===== config.mk =====
export PLATFORM = sky130hd
export DESIGN_NAME = alu_mc
export DESIGN_NICKNAME = d
export VERILOG_FILES = /design/src/rtl/alu_mc_pkg.sv /design/src/rtl/alu_mc_mul.sv /design/src/rtl/alu_mc.sv
export SDC_FILE = /design/constraint.sdc
export NUM_CORES = 1
export LEC_CHECK = 0
export CORE_UTILIZATION = 46
export CTS_CLUSTER_SIZE = 40
export DETAILED_ROUTE_END_ITERATION = 10
export GPL_TIMING_DRIVEN = 0
export PLACE_DENSITY = 0.71
export SYNTH_ARGS = -nofsm -noshare
export SYNTH_HDL_FRONTEND = slang
export SYNTH_SLANG_ARGS = --single-unit

===== constraint.sdc =====
create_clock -name clk -period 2.2 [get_ports clk]
set_input_delay 0.44 -clock clk [delete_from_list [all_inputs] [get_ports clk]]
set_output_delay 0.44 -clock clk [all_outputs]
set_load 0.03 [all_outputs]

===== src/rtl/alu_mc_pkg.sv =====
// alu_mc_pkg -- shared type definitions for the alu_mc block.
//   op_e     : 3-bit opcode carried on selop
//   shmode_e : 2-bit post-shift mode carried on shmode
//   state_e  : sequencing FSM states (IDLE, MUL, DONE)
package alu_mc_pkg;

    typedef enum logic [2:0] {
        OP_ADD   = 3'b000,
        OP_SUB   = 3'b001,
        OP_AND   = 3'b010,
        OP_OR    = 3'b011,
        OP_XOR   = 3'b100,
        OP_NOTA  = 3'b101,
        OP_PASSB = 3'b110,
        OP_MUL   = 3'b111
    } op_e;

    typedef enum logic [1:0] {
        SH_NONE = 2'b00,
        SH_SLL  = 2'b01,
        SH_SRL  = 2'b10,
        SH_SRA  = 2'b11
    } shmode_e;

    typedef enum logic [1:0] {
        ST_IDLE = 2'b00,
        ST_MUL  = 2'b01,
        ST_DONE = 2'b10
    } state_e;

endpackage


===== src/rtl/alu_mc_mul.sv =====
// alu_mc_mul -- iterative shift-add unsigned multiplier, WIDTH x WIDTH.
// Ports:
//   clk, rst : clock, asynchronous active-high reset
//   load     : capture a/b and perform the first iteration on this edge
//   a, b     : multiplicand / multiplier
//   busy     : high while further iterations remain
//   prod     : 2*WIDTH-bit product, final once busy falls
// The first iteration is folded into the load edge so the full product is
// already present in the cycle in which busy reads low; the parent FSM can
// therefore leave its MUL state on !busy and register prod on that edge.
module alu_mc_mul #(
    parameter int WIDTH = 8
) (
    input  logic                 clk,
    input  logic                 rst,
    input  logic                 load,
    input  logic [WIDTH-1:0]     a,
    input  logic [WIDTH-1:0]     b,
    output logic                 busy,
    output logic [2*WIDTH-1:0]   prod
);

    localparam int CW = $clog2(WIDTH);

    logic [WIDTH-1:0] mcand_r;
    logic [CW-1:0]    count_r;
    logic [WIDTH:0]   step_s;
    logic [WIDTH:0]   first_s;

    // Partial-sum adders: running upper half plus the gated multiplicand
    always_comb begin
        step_s  = {1'b0, prod[2*WIDTH-1:WIDTH]};
        first_s = {(WIDTH+1){1'b0}};
        if (prod[0]) begin
            step_s = {1'b0, prod[2*WIDTH-1:WIDTH]} + {1'b0, mcand_r};
        end else begin
            step_s = {1'b0, prod[2*WIDTH-1:WIDTH]};
        end
        if (b[0]) begin
            first_s = {1'b0, a};
        end else begin
            first_s = {(WIDTH+1){1'b0}};
        end
    end

    // Product/iteration register; each step adds then shifts right by one
    always_ff @(posedge clk or posedge rst) begin
        if (rst) begin
            mcand_r <= '0;
            prod    <= '0;
            count_r <= '0;
            busy    <= 1'b0;
        end else if (load) begin
            mcand_r <= a;
            prod    <= {first_s, b[WIDTH-1:1]};
            count_r <= CW'(WIDTH - 1);
            busy    <= 1'b1;
        end else if (busy) begin
            prod    <= {step_s, prod[WIDTH-1:1]};
            count_r <= count_r - CW'(1);
            if (count_r == CW'(1)) begin
                busy <= 1'b0;
            end
        end
    end

endmodule


===== src/rtl/alu_mc.sv =====
// alu_mc -- multi-cycle ALU with post-shifter and registered flags.
// Ports:
//   clk, rst          : clock, asynchronous active-high reset
//   start             : operation request, accepted only in IDLE
//   busA, busB        : operands
//   selop             : opcode (see alu_mc_pkg::op_e)
//   shmode, shamt     : post-shift mode/amount (single-cycle ops only)
//   enaf              : flag-update enable for this operation
//   busy              : high while a MUL iterates
//   done              : one-cycle pulse when busC/busH are valid
//   busC, busH        : result low half, MUL high half (held until next done)
//   C, N, P, Z        : carry, negative, odd parity, zero flags
// Configuration macro ALU_MC_MUL_EN: when defined, selop=111 runs the
// iterative multiplier (WIDTH+1 cycle latency). When undefined, selop=111 is
// a single-cycle op returning zero and leaving the flags untouched.
module alu_mc
    import alu_mc_pkg::*;
#(
    parameter  int WIDTH = 8,
    localparam int SHW   = $clog2(WIDTH)
) (
    input  logic             clk,
    input  logic             rst,
    input  logic             start,
    input  logic [WIDTH-1:0] busA,
    input  logic [WIDTH-1:0] busB,
    input  logic [2:0]       selop,
    input  logic [1:0]       shmode,
    input  logic [SHW-1:0]   shamt,
    input  logic             enaf,
    output logic             busy,
    output logic             done,
    output logic [WIDTH-1:0] busC,
    output logic [WIDTH-1:0] busH,
    output logic             C,
    output logic             N,
    output logic             P,
    output logic             Z
);

    function automatic logic odd_parity(input logic [WIDTH-1:0] v);
        return ^v;
    endfunction

    state_e           state_r;
    state_e           state_next_s;
    op_e              op_s;
    shmode_e          sh_s;
    logic [WIDTH:0]   sum_s;
    logic [WIDTH-1:0] alu_s;
    logic [WIDTH-1:0] shifted_s;
    logic             alu_c_s;
    logic             accept_s;
    logic             is_mul_s;
    logic             mul_path_s;

    assign op_s     = op_e'(selop);
    assign sh_s     = shmode_e'(shmode);
    assign accept_s = (state_r == ST_IDLE) && start;
    assign is_mul_s = (op_s == OP_MUL);

`ifdef ALU_MC_MUL_EN
    logic                 enaf_r;
    logic                 mul_busy_s;
    logic                 mul_done_s;
    logic [2*WIDTH-1:0]   mul_prod_s;

    // Only a MUL takes the iterative path; everything else completes at once
    assign mul_path_s = is_mul_s;
    assign mul_done_s = (state_r == ST_MUL) && !mul_busy_s;

    alu_mc_mul #(
        .WIDTH (WIDTH)
    ) u_mul (
        .clk  (clk),
        .rst  (rst),
        .load (accept_s && is_mul_s),
        .a    (busA),
        .b    (busB),
        .busy (mul_busy_s),
        .prod (mul_prod_s)
    );

    // Flag-enable is the only MUL control needed after the start edge
    always_ff @(posedge clk or posedge rst) begin
        if (rst) begin
            enaf_r <= 1'b0;
        end else if (accept_s) begin
            enaf_r <= enaf;
        end
    end
`else
    assign mul_path_s = 1'b0;
`endif

    // Opcode decode: raw result and carry ahead of the post-shifter
    always_comb begin
        sum_s   = '0;
        alu_s   = '0;
        alu_c_s = 1'b0;
        case (op_s)
            OP_ADD: begin
                sum_s   = {1'b0, busA} + {1'b0, busB};
                alu_s   = sum_s[WIDTH-1:0];
                alu_c_s = sum_s[WIDTH];
            end
            OP_SUB: begin
                // Carry out of A + ~B + 1 is 1 when no borrow occurred
                sum_s   = {1'b0, busA} + {1'b0, ~busB} + {{WIDTH{1'b0}}, 1'b1};
                alu_s   = sum_s[WIDTH-1:0];
                alu_c_s = sum_s[WIDTH];
            end
            OP_AND:   alu_s = busA & busB;
            OP_OR:    alu_s = busA | busB;
            OP_XOR:   alu_s = busA ^ busB;
            OP_NOTA:  alu_s = ~busA;
            OP_PASSB: alu_s = busB;
            OP_MUL:   alu_s = '0;
            default:  alu_s = '0;
        endcase
    end

    // Post-shifter; flags are taken from alu_s, not from the shifted value
    always_comb begin
        shifted_s = alu_s;
        case (sh_s)
            SH_NONE: shifted_s = alu_s;
            SH_SLL:  shifted_s = alu_s << shamt;
            SH_SRL:  shifted_s = alu_s >> shamt;
            SH_SRA:  shifted_s = WIDTH'($signed(alu_s) >>> shamt);
            default: shifted_s = alu_s;
        endcase
    end

    // FSM next-state: start only matters in IDLE
    always_comb begin
        state_next_s = state_r;
        case (state_r)
            ST_IDLE: begin
                if (start && mul_path_s) begin
                    state_next_s = ST_MUL;
                end else if (start) begin
                    state_next_s = ST_DONE;
                end else begin
                    state_next_s = ST_IDLE;
                end
            end
            ST_MUL: begin
`ifdef ALU_MC_MUL_EN
                if (mul_done_s) begin
                    state_next_s = ST_DONE;
                end else begin
                    state_next_s = ST_MUL;
                end
`else
                state_next_s = ST_IDLE;
`endif
            end
            ST_DONE: state_next_s = ST_IDLE;
            default: state_next_s = ST_IDLE;
        endcase
    end

    // FSM state register with busy/done registered from the next state
    always_ff @(posedge clk or posedge rst) begin
        if (rst) begin
            state_r <= ST_IDLE;
            busy    <= 1'b0;
            done    <= 1'b0;
        end else begin
            state_r <= state_next_s;
            busy    <= (state_next_s == ST_MUL);
            done    <= (state_next_s == ST_DONE);
        end
    end

    // Result and flag registers, loaded on the edge that enters DONE
    always_ff @(posedge clk or posedge rst) begin
        if (rst) begin
            busC <= '0;
            busH <= '0;
            C    <= 1'b0;
            N    <= 1'b0;
            P    <= 1'b0;
            Z    <= 1'b0;
        end else if (accept_s && !mul_path_s) begin
            busC <= shifted_s;
            busH <= '0;
            // Without the multiplier a MUL opcode never touches the flags
            if (enaf && !is_mul_s) begin
                C <= alu_c_s;
                N <= alu_s[WIDTH-1];
                P <= odd_parity(alu_s);
                Z <= (alu_s == '0);
            end
        end
`ifdef ALU_MC_MUL_EN
        else if (mul_done_s) begin
            busC <= mul_prod_s[WIDTH-1:0];
            busH <= mul_prod_s[2*WIDTH-1:WIDTH];
            if (enaf_r) begin
                C <= |mul_prod_s[2*WIDTH-1:WIDTH];
                N <= mul_prod_s[WIDTH-1];
                P <= odd_parity(mul_prod_s[WIDTH-1:0]);
                Z <= (mul_prod_s[WIDTH-1:0] == '0);
            end
        end
`endif
    end

endmodule

* Yosys cells after proc, flatten, opt, wreduce, memory -nomap -nowiden
Index checks and enable logic that the tools add are counted.
** Operators by class
- $add $sub $neg :: 3
- Equal/unequal tests :: 12
- Shifts and indexed selects :: 3
- Mux-type cells :: 5
- Bitwise gates (word level) :: 5
- Reductions and logical operators :: 9
** Operators by type and width (count)
- one-hot mux 8 bit (8 select lines) :: 1
- one-hot mux 8 bit (4 select lines) :: 1
- adder 8 x 8 -> 9 bit :: 2
- inverter 8 bit :: 2
- == test 3 bit (second input constant) :: 4
- adder 9 x 1 -> 9 bit (second input constant) :: 1
- bitwise AND 8 bit :: 1
- logical NOT 8 bit :: 1
- OR 8 bit :: 1
- XOR reduction 8 bit :: 1
- left shift 8 x 3 -> 8 bit :: 1
- right shift 8 x 3 -> 8 bit :: 1
- >>> shifter 8 x 3 -> 8 bit :: 1
- bitwise XOR 8 bit :: 1
- == test 2 bit (second input constant) :: 3
- == test 3 x 2 -> 1 bit (second input constant) :: 2
- == test 2 x 1 -> 1 bit (second input constant) :: 2
- logical NOT 2 bit :: 2
- two-way mux 2 bit :: 2
- == test 3 x 1 -> 1 bit (second input constant) :: 1
- logical NOT 3 bit :: 1
- logical AND 1 bit :: 2
- one-hot mux 1 bit (2 select lines) :: 1
- AND reduction 2 bit :: 1
- logical NOT 1 bit :: 1
** Word-level totals
- Register bits :: 16
- Bits of input ports :: 28
- Output and inout port bits :: 22
- Word-level logic and storage cells :: 45

* Logic depth before layout (Yosys ltp)
- Depth after elaboration :: 6
- Depth in mapped cells :: 13
- Gate-level depth less buffers :: 12

* Worst setup path after synthesis
No wires, ideal clock.
- Path kind :: input to register
- Start :: input busA[0]
- End :: register P
- Arrival :: 2.793 ns
- Required time :: 2.069 ns
- Slack :: -0.724 ns
- Cell stages on the path :: 12
- Path buffers :: 1
- Cells stage by stage :: ha_1 > fa_1 > a211oi_2 > o21bai_1 > a21oi_1 > nor3_1 > or3_1 > buf_2 > ha_1 > xnor2_1 > xnor2_1 > o21ai_0
** Between the ends
- Longest elaborated chain between the ends :: 4
- Elaborated cells on any way between the ends :: 9
- Classes of those cells :: 3 x add/sub; 1 x mux; 4 x bitwise; 1 x reduce/logical
** Ends and longest elaborated chain
- from (decl) :: line alu_mc.sv:25 : input logic [WIDTH-1:0] busA,
- adder 8 x 8 -> 9 bit :: line alu_mc.sv:109 : sum_s = {1'b0, busA} + {1'b0, ~busB} + {{WIDTH{1'b0}}, 1'b1};
- adder 9 x 1 -> 9 bit :: line alu_mc.sv:109
- one-hot mux 8 bit (8 select lines) (*) :: line alu_mc.sv:101 : case (op_s)
- XOR reduction 8 bit (*) :: line alu_mc.sv:42 : return ^v;
- to (signal assigned) :: line alu_mc.sv:193 : P <= odd_parity(alu_s);
- to (decl) :: line alu_mc.sv:37 : output logic P,
Every way passes the cells marked *; elsewhere a longest branch is shown, timed or not.
A chain may end at the register's enable or synchronous reset.

* Final worst setup path
- Start :: input busA[0]
- End :: register busC[7]
** Between the ends
- Longest elaborated chain between the ends :: 5
- Elaborated cells on any way between the ends :: 12
- Classes of those cells :: 3 x add/sub; 3 x shift; 2 x mux; 4 x bitwise
** Ends and longest elaborated chain
- adder 8 x 8 -> 9 bit :: line alu_mc.sv:109
- adder 9 x 1 -> 9 bit :: line alu_mc.sv:109
- one-hot mux 8 bit (8 select lines) (*) :: line alu_mc.sv:101
- >>> shifter 8 x 3 -> 8 bit, or another cell as far along :: line alu_mc.sv:130 : SH_SRA: shifted_s = WIDTH'($signed(alu_s) >>> shamt);
- one-hot mux 8 bit (4 select lines) (*) :: line alu_mc.sv:126 : case (sh_s)
- to (signal assigned) :: line alu_mc.sv:187 : busC <= shifted_s;
- to (decl) :: line alu_mc.sv:33 : output logic [WIDTH-1:0] busC,
Marks and branches as above.

==> flow_summary.yaml <==
outcome:
  outcome: "finished, violations left"
  violations: "setup timing"
cts:
  cts_tree: "done"
  clkSinkCount: 13
  cts_max_level: 1
  clock-root-buffer: "clkbuf_8"
  clkTransAtPathRegs_ns: 0.05
  cts_made_buffers: 3
  cts.path.max_buffers: 2
  worstSkewPairLatency_ns: 0.25
die:
  die-width_um: 80.5
  die_area_um2: 6480
  dieHeight_um: 80.5
  core_um2: 5920
  initial_core_util: 0.479
  ioPinCount: 50
  num_rows: 28
routing:
  wl_met2_um: 4910
  detail_route.wl_per_cell_um: 18.3
  drc: 0
  top_layer_used: "met4"
  first_pass_iters: 6
  via_count: 3600
  initialDrtViolationCount: 506
  drt-met1-wl_um: 4120
  met3_length_um: 1090
  wl_um: 10400
  ant_nets: 0
  vias_per_cell: 6.36
timing:
  final-setup-viol-count: 11
  maxSlewViolCount: 0
  hold_viol_final: 0
  max_freq_mhz: 348
  rsz0062_at_grt: "yes"
  period_minus_slack_ns: 2.87
  min_period_over_period: 1.31
  fin_worst_skew_ns: 0.00311
  slew_headroom: 0.650
  worst_slack_ns: -0.673
  worst_pin_slew_ns: 0.523
critical_path:
  end_kind: "flop"
  worstPathMaxFanout: 4
  startpoint_type: "input pin"
  critical_path_arrival_ns: 3.04
  crit_type: "input pin to flop"
  required_ns: 2.37
power:
  powerDensity_nw_per_um2: 450
  p_sw_frac: 0.445
  peakVddDrop_mv: 0.428
  p_int_w: 0.00107
  seq_power_share: 0.164
  power.static_leakage_nw: 1.78
  power_frac_comb: 0.727
  p_total_w: 0.00192
  clkPwrFrac: 0.109
  p_sw_w: 0.000857
placed_design:
  port_buffers: 37
  placedCellCount: 518
  dpl-instance-area_um2: 3370
  hpwl_um: 6310
  globalplace.congestion: 0.984
synthesis:
  yosysSeqAreaShare: 0.115
  async_flop_share: 1.00
  synth.most_common_cell: "nand2_1"
  ys.flop_type: "dfrtp_1"
  synth_seq_cells: 13
  synth_warnings: 0
  netlist_area_um2: 2830
  synth.area.top_cells: "ha_1, dfrtp_1, nand2_1"
  synth-simple-area-share: 0.253
  yosysTopAreaCellShare: 0.128
  synth_edf_count: 0
  synth_compound_area_frac: 0.320
  syn_avg_cell_area_um2: 7.12
  yosys-top-cells-count: "nand2_1, inv_1, ha_1, nor2_1, a21oi_1"
  yosys.area.top_type: "ha_1"
  postSynthCellCount: 398
  synthAdderAreaFrac: 0.142
  synth_top_family_by_area: "compound AO/OA/AOI/OAI gates"
  synthMuxAreaShare: 0.0366
  synth_xor_area_frac: 0.0155
  yosys.cell_types.count: 72
cells_and_area:
  stdcell_area_um2: 4280
  nNetsFinal: 551
  finalNonFillerCells: 566
  num_antenna_cells: 0
  area_growth_pct: 51.0
  num-fill-cells: 459
  drive_gt1_frac: 0.354
grt:
  grt_max_degree: 14
  grt_pass1_wl_um: 15400
  grt_use_total: 0.304
  grt_overflow: 0
  grt_pass1_vias: 3207
  grt_antenna_before_repair: 0
job:
  cap_viol_max_count: 0
worst_hold_path:
  worstHoldPathType: "flop to flop"
==> final timing paths <==
| check | start | end | slack, ns | cells after the start |
|---|---|---|---|---|
| worst max-delay path | busA[0] | busC[7] | -0.67 | 12 |
| worst min-delay path | N | N | 0.49 | 2 |
| worst max register to register | state_r[1] | busC[1] | 0.38 | 6 |
| worst min register to register | N | N | 0.49 | 2 |
| max in group asynchronous | rst | state_r[1] | 1.39 | 2 |
| min in group asynchronous | rst | busC[1] | 0.50 | 2 |
==> flip-flops by register name, indices dropped and copies added, names as in the netlist <==
signal	flops
state_r	1
busC	8
P	1
Z	1
N	1
C	1
==> final cells by class <==
class                           count  area [um^2]  share of cell area
Buffer                             36          262              0.0611
Clock buffer                        4         45.0              0.0105
Multi-Input combinational cell    323         2680               0.625
Sequential cell                    13          325              0.0760
Tap cell                           75         93.8              0.0219
Timing Repair Buffer               82          752               0.176
Inverter                           33          128              0.0298
==> power groups by stage <==
stage | clock, W | combinational (W) | sequential, W
after floorplan | 0 | 0.000579 | 0.000413
after global placement | 0 | 0.000965 | 0.000317
after detailed placement | 0 | 0.000972 | 0.000321
after CTS | 0.000215 | 0.00120 | 0.000317
after global routing | 0.000221 | 0.00149 | 0.000322
final | 0.000209 | 0.00140 | 0.000316
==> logic make-up after synthesis <==
family | Yosys count
fa+ha+maj | 31
mux | 10
buf+inv | 70
simple gates | 141
xor+xnor | 5
compound gates | 127
flops | 13
other cells | 1
==> layer usage <==
layer  global-route usage  vias up
met1                0.407     1660
met4                0.102        0
met2                0.498      275
met3               0.0375       35
li1                     -     1630
met5                    0        -
==> per-stage QoR <==
stage | utilization | worst slack, ns | hold WS (ns) | TNS, ns
after floorplan | - | -0.541 | 0.317 | -3.74
after detailed placement | 0.568 | -1.71 | 0.479 | -16.97
after CTS | 0.669 | -0.531 | 0.489 | -3.93
after global placement | 0.568 | -1.64 | 0.462 | -16.47
final | 0.723 | -0.673 | 0.488 | -5.42
after global routing | 0.723 | -0.771 | 0.516 | -6.45
==> worst max-delay path, stage by stage <==
cell	delay [ns]
buf_8	0.11
ha_4	0.16
fa_2	0.38
a211oi_4	0.30
o21bai_1	0.12
a21oi_2	0.19
nor3_1	0.07
or3_1	0.37
buf_6	0.15
or3_4	0.33
a41o_1	0.25
a31oi_1	0.16
==> layout by cell type (no fill, tap or decap), types with 4 or more instances in the layout <==
master           Yosys  routed
a21oi_4              0       4
a21oi_2              0       5
a31oi_1              8       7
ha_1                29      16
clkdlybuf4s50_1      0      19
o21ai_2              0       5
buf_4               12      51
nand3_1             10      10
mux2i_1              7       4
inv_2                2      15
buf_6                1      17
o22ai_1              9       9
clkbuf_2             0       4
nor2_1              27      25
nand4_1              4       4
o21bai_1             5       4
buf_2               11       5
nand2_1             41      40
o211ai_1             7       7
clkbuf_1            13      11
o21ai_0             20      13
a21oi_1             25      16
dfrtp_1             13      13
ha_4                 0      11
nor3_1              12       7
nand2b_1            16      16
nor2b_1              6       6
conb_1               1       9
inv_1               30      16
==> timing repair <==
item / 4_1_cts / 5_1_grt
hold buffers: 0 / 0
endpoints found under the setup margin: 12 / 12
pin swaps: 44 / 35
endpoints found under the hold margin: 0 / 0
setup buffers: 32 / 9
resized for setup: 140 / 57
gates cloned: 1 / 3
Note: power is estimated with default switching activity, not from simulation.
==> patch 1: new RTL, same settings <==
Register the output `done` once more, with the module's reset; this adds one clock of latency there. The other outputs are not delayed to match. Comments in the files are not updated.
--- a/src/rtl/alu_mc.sv
+++ b/src/rtl/alu_mc.sv
@@ -38,6 +38,8 @@
     output logic             Z
 );
 
+    logic done_s0;
+
     function automatic logic odd_parity(input logic [WIDTH-1:0] v);
         return ^v;
     endfunction
@@ -166,11 +168,11 @@
         if (rst) begin
             state_r <= ST_IDLE;
             busy    <= 1'b0;
-            done    <= 1'b0;
+            done_s0 <= 1'b0;
         end else begin
             state_r <= state_next_s;
             busy    <= (state_next_s == ST_MUL);
-            done    <= (state_next_s == ST_DONE);
+            done_s0 <= (state_next_s == ST_DONE);
         end
     end
 
@@ -208,4 +210,12 @@
 `endif
     end
 
+    always_ff @(posedge clk or posedge rst) begin
+        if (rst) begin
+            done <= '0;
+        end else begin
+            done <= done_s0;
+        end
+    end
+
 endmodule
Check against the original RTL: not equivalent (a bounded check fails within 4 cycles, from zero or initial values and one cycle with rst high).
==> patch 1 against the unedited design <==
  * The flow still finishes with violations (setup timing)
  * Non-clock buffer count up 1
  * Via count down 6.7%
  * Combinational power down 4%
  * Power up 0.58%
  * Utilization fell by 0.11 points
  * Synthesized area rose by 0.66%
  * Sequential cell count grew 1
  * Setup slack better by 0.029 ns
  * Global-route usage decreased by 1.2 points
  * Die area up 0.65%
  * Cell count fell by 5.5%
  * Cell area increased by 0.44%
  * Wire length down 6.6%
  * Critical path type unchanged
  * Largest cell class unchanged
==> patch 1: results (changes against the unedited design) <==
setup_path:
  endpoint: "busC[7]"  # unchanged
  max_stage_delay_ns: 0.40  # was 0.38 ns
  worst_r2r_endpoint: "busC[2]"  # was busC[1]
  reg2regPathDepth: 7  # was 6
yosys:
  yosysUniqueCellTypes: 85  # was 72
  syn-mean-instance-area_sq_um: 7.82  # was 7.12 sq um
  ys_top_cells_by_count: "inv_1 (30), nor2_1 (30), ha_1 (29)"  # was nand2_1 (41), inv_1 (30), ha_1 (29)
  ys_seq_area_share_pct: 12.3  # was 11.5%
  synth.top_cells.by_area: "ha_1 (13%), dfrtp_1 (12%), inv_1 (3.9%)"  # was ha_1 (13%), dfrtp_1 (11%), nand2_1 (5.4%)
timing:
  fin_ws_ns: -0.645  # was -0.673 ns
  finalSetupViolCount: 12  # was 11
  skew_ns: 0.000659  # was 0.00311 ns
  whs_ns: 0.380  # was 0.488 ns
  tns_ns: -5.34  # was -5.42 ns
outcome:
  violations: "setup timing"  # unchanged
  status: "finished, violations left"  # unchanged
route:
  finalWirelength_um: 9680  # was 10400 um
  wl_per_cell_um: 18.1  # was 18.3 um
  vias: 3359  # was 3600
  met2_length_um: 4620  # was 4910 um
  met3_length_um: 738  # was 1090 um
  m1WireLength_um: 3990  # was 4120 um
  top_layer: "met4"  # unchanged
  drt_iter0_drc: 470  # was 506
placement:
  place_inst: 485  # was 518
  dpl_cell_area_sq_um: 3440  # was 3370 sq um
  gp_congestion: 0.920  # was 0.984
  dp_hpwl_um: 6220  # was 6310 um
  place_ws_ns: -1.69  # was -1.71 ns
global_routing:
  grt_max_degree: 15  # was 14
  first_global_vias: 3171  # was 3207
  grt_pass1_wl_um: 14900  # was 15400 um
power_and_ir_drop:
  powerComb_mw: 1.35  # was 1.40 mW
  p_switching_mw: 0.827  # was 0.857 mW
  vdd_drop_max_mv: 0.467  # was 0.428 mV
  clockPowerShare_pct: 13.0  # was 10.9%
  power_leakage_nw: 1.85  # was 1.78 nW
min_path:
  hold_depth: 0  # was 2
  min_from: "state_r[1]"  # was N
  hold_class: "reg2reg"  # unchanged
  hold_path_end: "done"  # was N
clocking:
  post_cts_buffers: 33  # was 32
  clockBufferDepth: 2  # unchanged
  clkLatencyLatePin_ns: 0.25  # about the same
  cts_resized: 143  # was 140
cells_and_area:
  final_nets: 520  # was 551
## patch 1: cell types whose count changed in the layout (fill, tap and decap cells not counted), moves of 5 or more
cell / change
a21oi_1: -8
a31oi_1: -5
inv_2: -5
inv_4: +6
nand2_1: -14
nor2b_1: -5
o22ai_1: -7
## patch 1: cell families after synthesis
logic type	Yosys count	synth area share [%]
AOI/OAI and AO/OA	110	31.1
xor gates and xnor gates	6	1.84
adders and majority gates	31	14.1
buffers and inverters	68	12.4
DFF	14	12.3
muxes	10	4.08
other	1	0.131
and+or+nand+nor	125	24.0
## patch 1: area by class of cell
class,count,area (sq um)
buffer,35,292
timing repair buffer,84,768
sequential,14,350
fill,451,1660
tap,75,93.8
clock buffer,4,55.1
inverter,32,148
multi-input combinational,291,2590
## patch 1: metal layers
metal | global-route usage, % | vias up
met3 | 2.70 | 43
met1 | 36.7 | 1599
li1 | - | 1527
met2 | 49.9 | 190
met5 | 0 | -
met4 | 13.8 | 0
==> patch 2: new RTL, config.mk and constraints unchanged <==
Without the edit above. Change the parameter `WIDTH` from 8 to 16.
--- a/src/rtl/alu_mc.sv
+++ b/src/rtl/alu_mc.sv
@@ -16,7 +16,7 @@
 module alu_mc
     import alu_mc_pkg::*;
 #(
-    parameter  int WIDTH = 8,
+    parameter  int WIDTH = 16,
     localparam int SHW   = $clog2(WIDTH)
 ) (
     input  logic             clk,
Interface: changed (5 resized); port bits go from 50 to 83. The function was not compared with the original's and may differ.
==> patch 2 against the unedited design <==
  * The flow still finishes with violations (setup timing)
  * Wire length grew to 3.0 times the old value
  * Non-clock buffer count grew 117
  * Power grew 120%
  * Sequential cell count grew 8
  * Setup slack lost 0.62 ns
  * Cell area grew 120%
  * Global-route usage grew 12 points
  * Die area grew 120%
  * Register-to-register slack lost 0.92 ns
  * Synthesized area grew 120%
==> patch 2: results (changes against the unedited design) <==
setup_path:
  critPathArrivalTime_ns: 3.60  # was 3.04 ns
  critPathMaxFanout: 5  # was 4
  worst_r2r_endpoint: "busC[4]"  # was busC[1]
  reg2regPathDepth: 7  # was 6
  r2r_setup_slack_ns: -0.54  # was 0.38 ns
global_routing:
  first_global_vias: 7921  # was 3207
  grt_max_degree: 22  # was 14
  grt_pass1_wl_um: 45600  # was 15400 um
  grt_usage_pct: 41.9  # was 30.4%
yosys:
  ys_seq_area_share_pct: 8.45  # was 11.5%
  yosysUniqueCellTypes: 90  # was 72
  ys_top_cells_by_count: "nand2_1 (81), a21oi_1 (70), nor2_1 (69)"  # was nand2_1 (41), inv_1 (30), ha_1 (29)
  synthMuxAreaShare_pct: 6.26  # was 3.66%
  yosys.area_share.adder_pct: 12.1  # was 14.2%
  synth.top_cells.by_area: "ha_1 (11%), dfrtp_1 (8.4%), a21oi_1 (5.6%)"  # was ha_1 (13%), dfrtp_1 (11%), nand2_1 (5.4%)
  synthCells: 889  # was 398
  synth-xor-area-share_pct: 1.55  # about the same
timing:
  fin_ws_ns: -1.29  # was -0.673 ns
  tightest_slew_ns: 1.04  # was 0.523 ns
  tns_ns: -21.39  # was -5.42 ns
  skew_ns: 0.00582  # was 0.00311 ns
  whs_ns: 0.471  # was 0.488 ns
  finalSetupViolCount: 20  # was 11
outcome:
  status: "finished, violations left"  # unchanged
  violations: "setup timing"  # unchanged
route:
  finalWirelength_um: 30800  # was 10400 um
  vias_per_cell: 6.96  # was 6.36
  vias: 8643  # was 3600
  drt_iter0_drc: 1259  # was 506
placement:
  place_inst: 1139  # was 518
  dpl_cell_area_sq_um: 7160  # was 3370 sq um
  dp_hpwl_um: 21000  # was 6310 um
  place_ws_ns: -2.81  # was -1.71 ns
  gp_congestion: 1.01  # was 0.984
  portBuffers: 58  # was 37
clocking:
  htree_num_levels: 1  # unchanged
  cts_resized: 312  # was 140
  post_cts_buffers: 72  # was 32
  root_buffer: "clkbuf_16"  # was clkbuf_8
cells_and_area:
  antenna_cells: 0  # unchanged
  fillers: 1078  # was 459
  drive_gt1_share_pct: 38.7  # was 35.4%
  final_nets: 1170  # was 551
  final_cell_area_sq_um: 9240  # was 4280 sq um
  largest_reg_flops: 16  # was 8
power_and_ir_drop:
  power_leakage_nw: 3.80  # was 1.78 nW
  vdd_drop_max_mv: 0.262  # was 0.428 mV
min_path:
  hold_depth: 1  # was 2
  hold_path_end: "C"  # was N
  min_from: "C"  # was N
-- patch 2: report_power, final --
| group | leakage [nW] | switching (mW) | internal (mW) | total, mW |
|---|---|---|---|---|
| Clock | 0.0409 | 0.130 | 0.244 | 0.374 |
| Combinational | 3.51 | 1.99 | 1.45 | 3.44 |
| Sequential | 0.252 | 0.0435 | 0.460 | 0.504 |
-- patch 2: layout make-up --
| type | count | share of cell area (%) |
|---|---|---|
| Buffer | 77 | 5.75 |
| Clock buffer | 3 | 0.812 |
| Clock inverter | 1 | 0.0541 |
| Inverter | 69 | 3.05 |
| Multi-Input combinational cell | 736 | 67.4 |
| Sequential cell | 21 | 5.69 |
| Tap cell | 176 | 2.38 |
| Timing Repair Buffer | 158 | 14.8 |
-- patch 2: critical path, cell delays in order --
cell	delay (ns)
buf_8	0.10
ha_4	0.15
fa_2	0.35
a21o_1	0.17
a221o_2	0.44
o2111a_1	0.28
a41oi_2	0.21
nand4b_4	0.21
buf_4	0.20
ha_1	0.30
xnor2_2	0.15
xnor2_1	0.14
xnor2_1	0.35
o21ai_1	0.09
-- patch 2: layer usage --
layer | track usage (%) | wire, um | vias to the layer above
met5 | 0 | 0 | -
met4 | 18.3 | 1750 | 0
li1 | - | - | 3682
met3 | 9.75 | 4330 | 168
met1 | 58.4 | 12000 | 4012
met2 | 61.1 | 12700 | 781
-- patch 2: how the worst max path moves through the flow --
stage	from	endpoint	slack [ns]	depth (start not counted)
floorplan	busA[0]	P	-1.09	14
global placement	busA[1]	busC[10]	-2.91	13
detailed placement	busA[1]	busC[10]	-2.81	13
CTS	busB[0]	P	-1.21	15
global route	busB[0]	busC[10]	-1.31	14
finish	busB[0]	P	-1.29	14
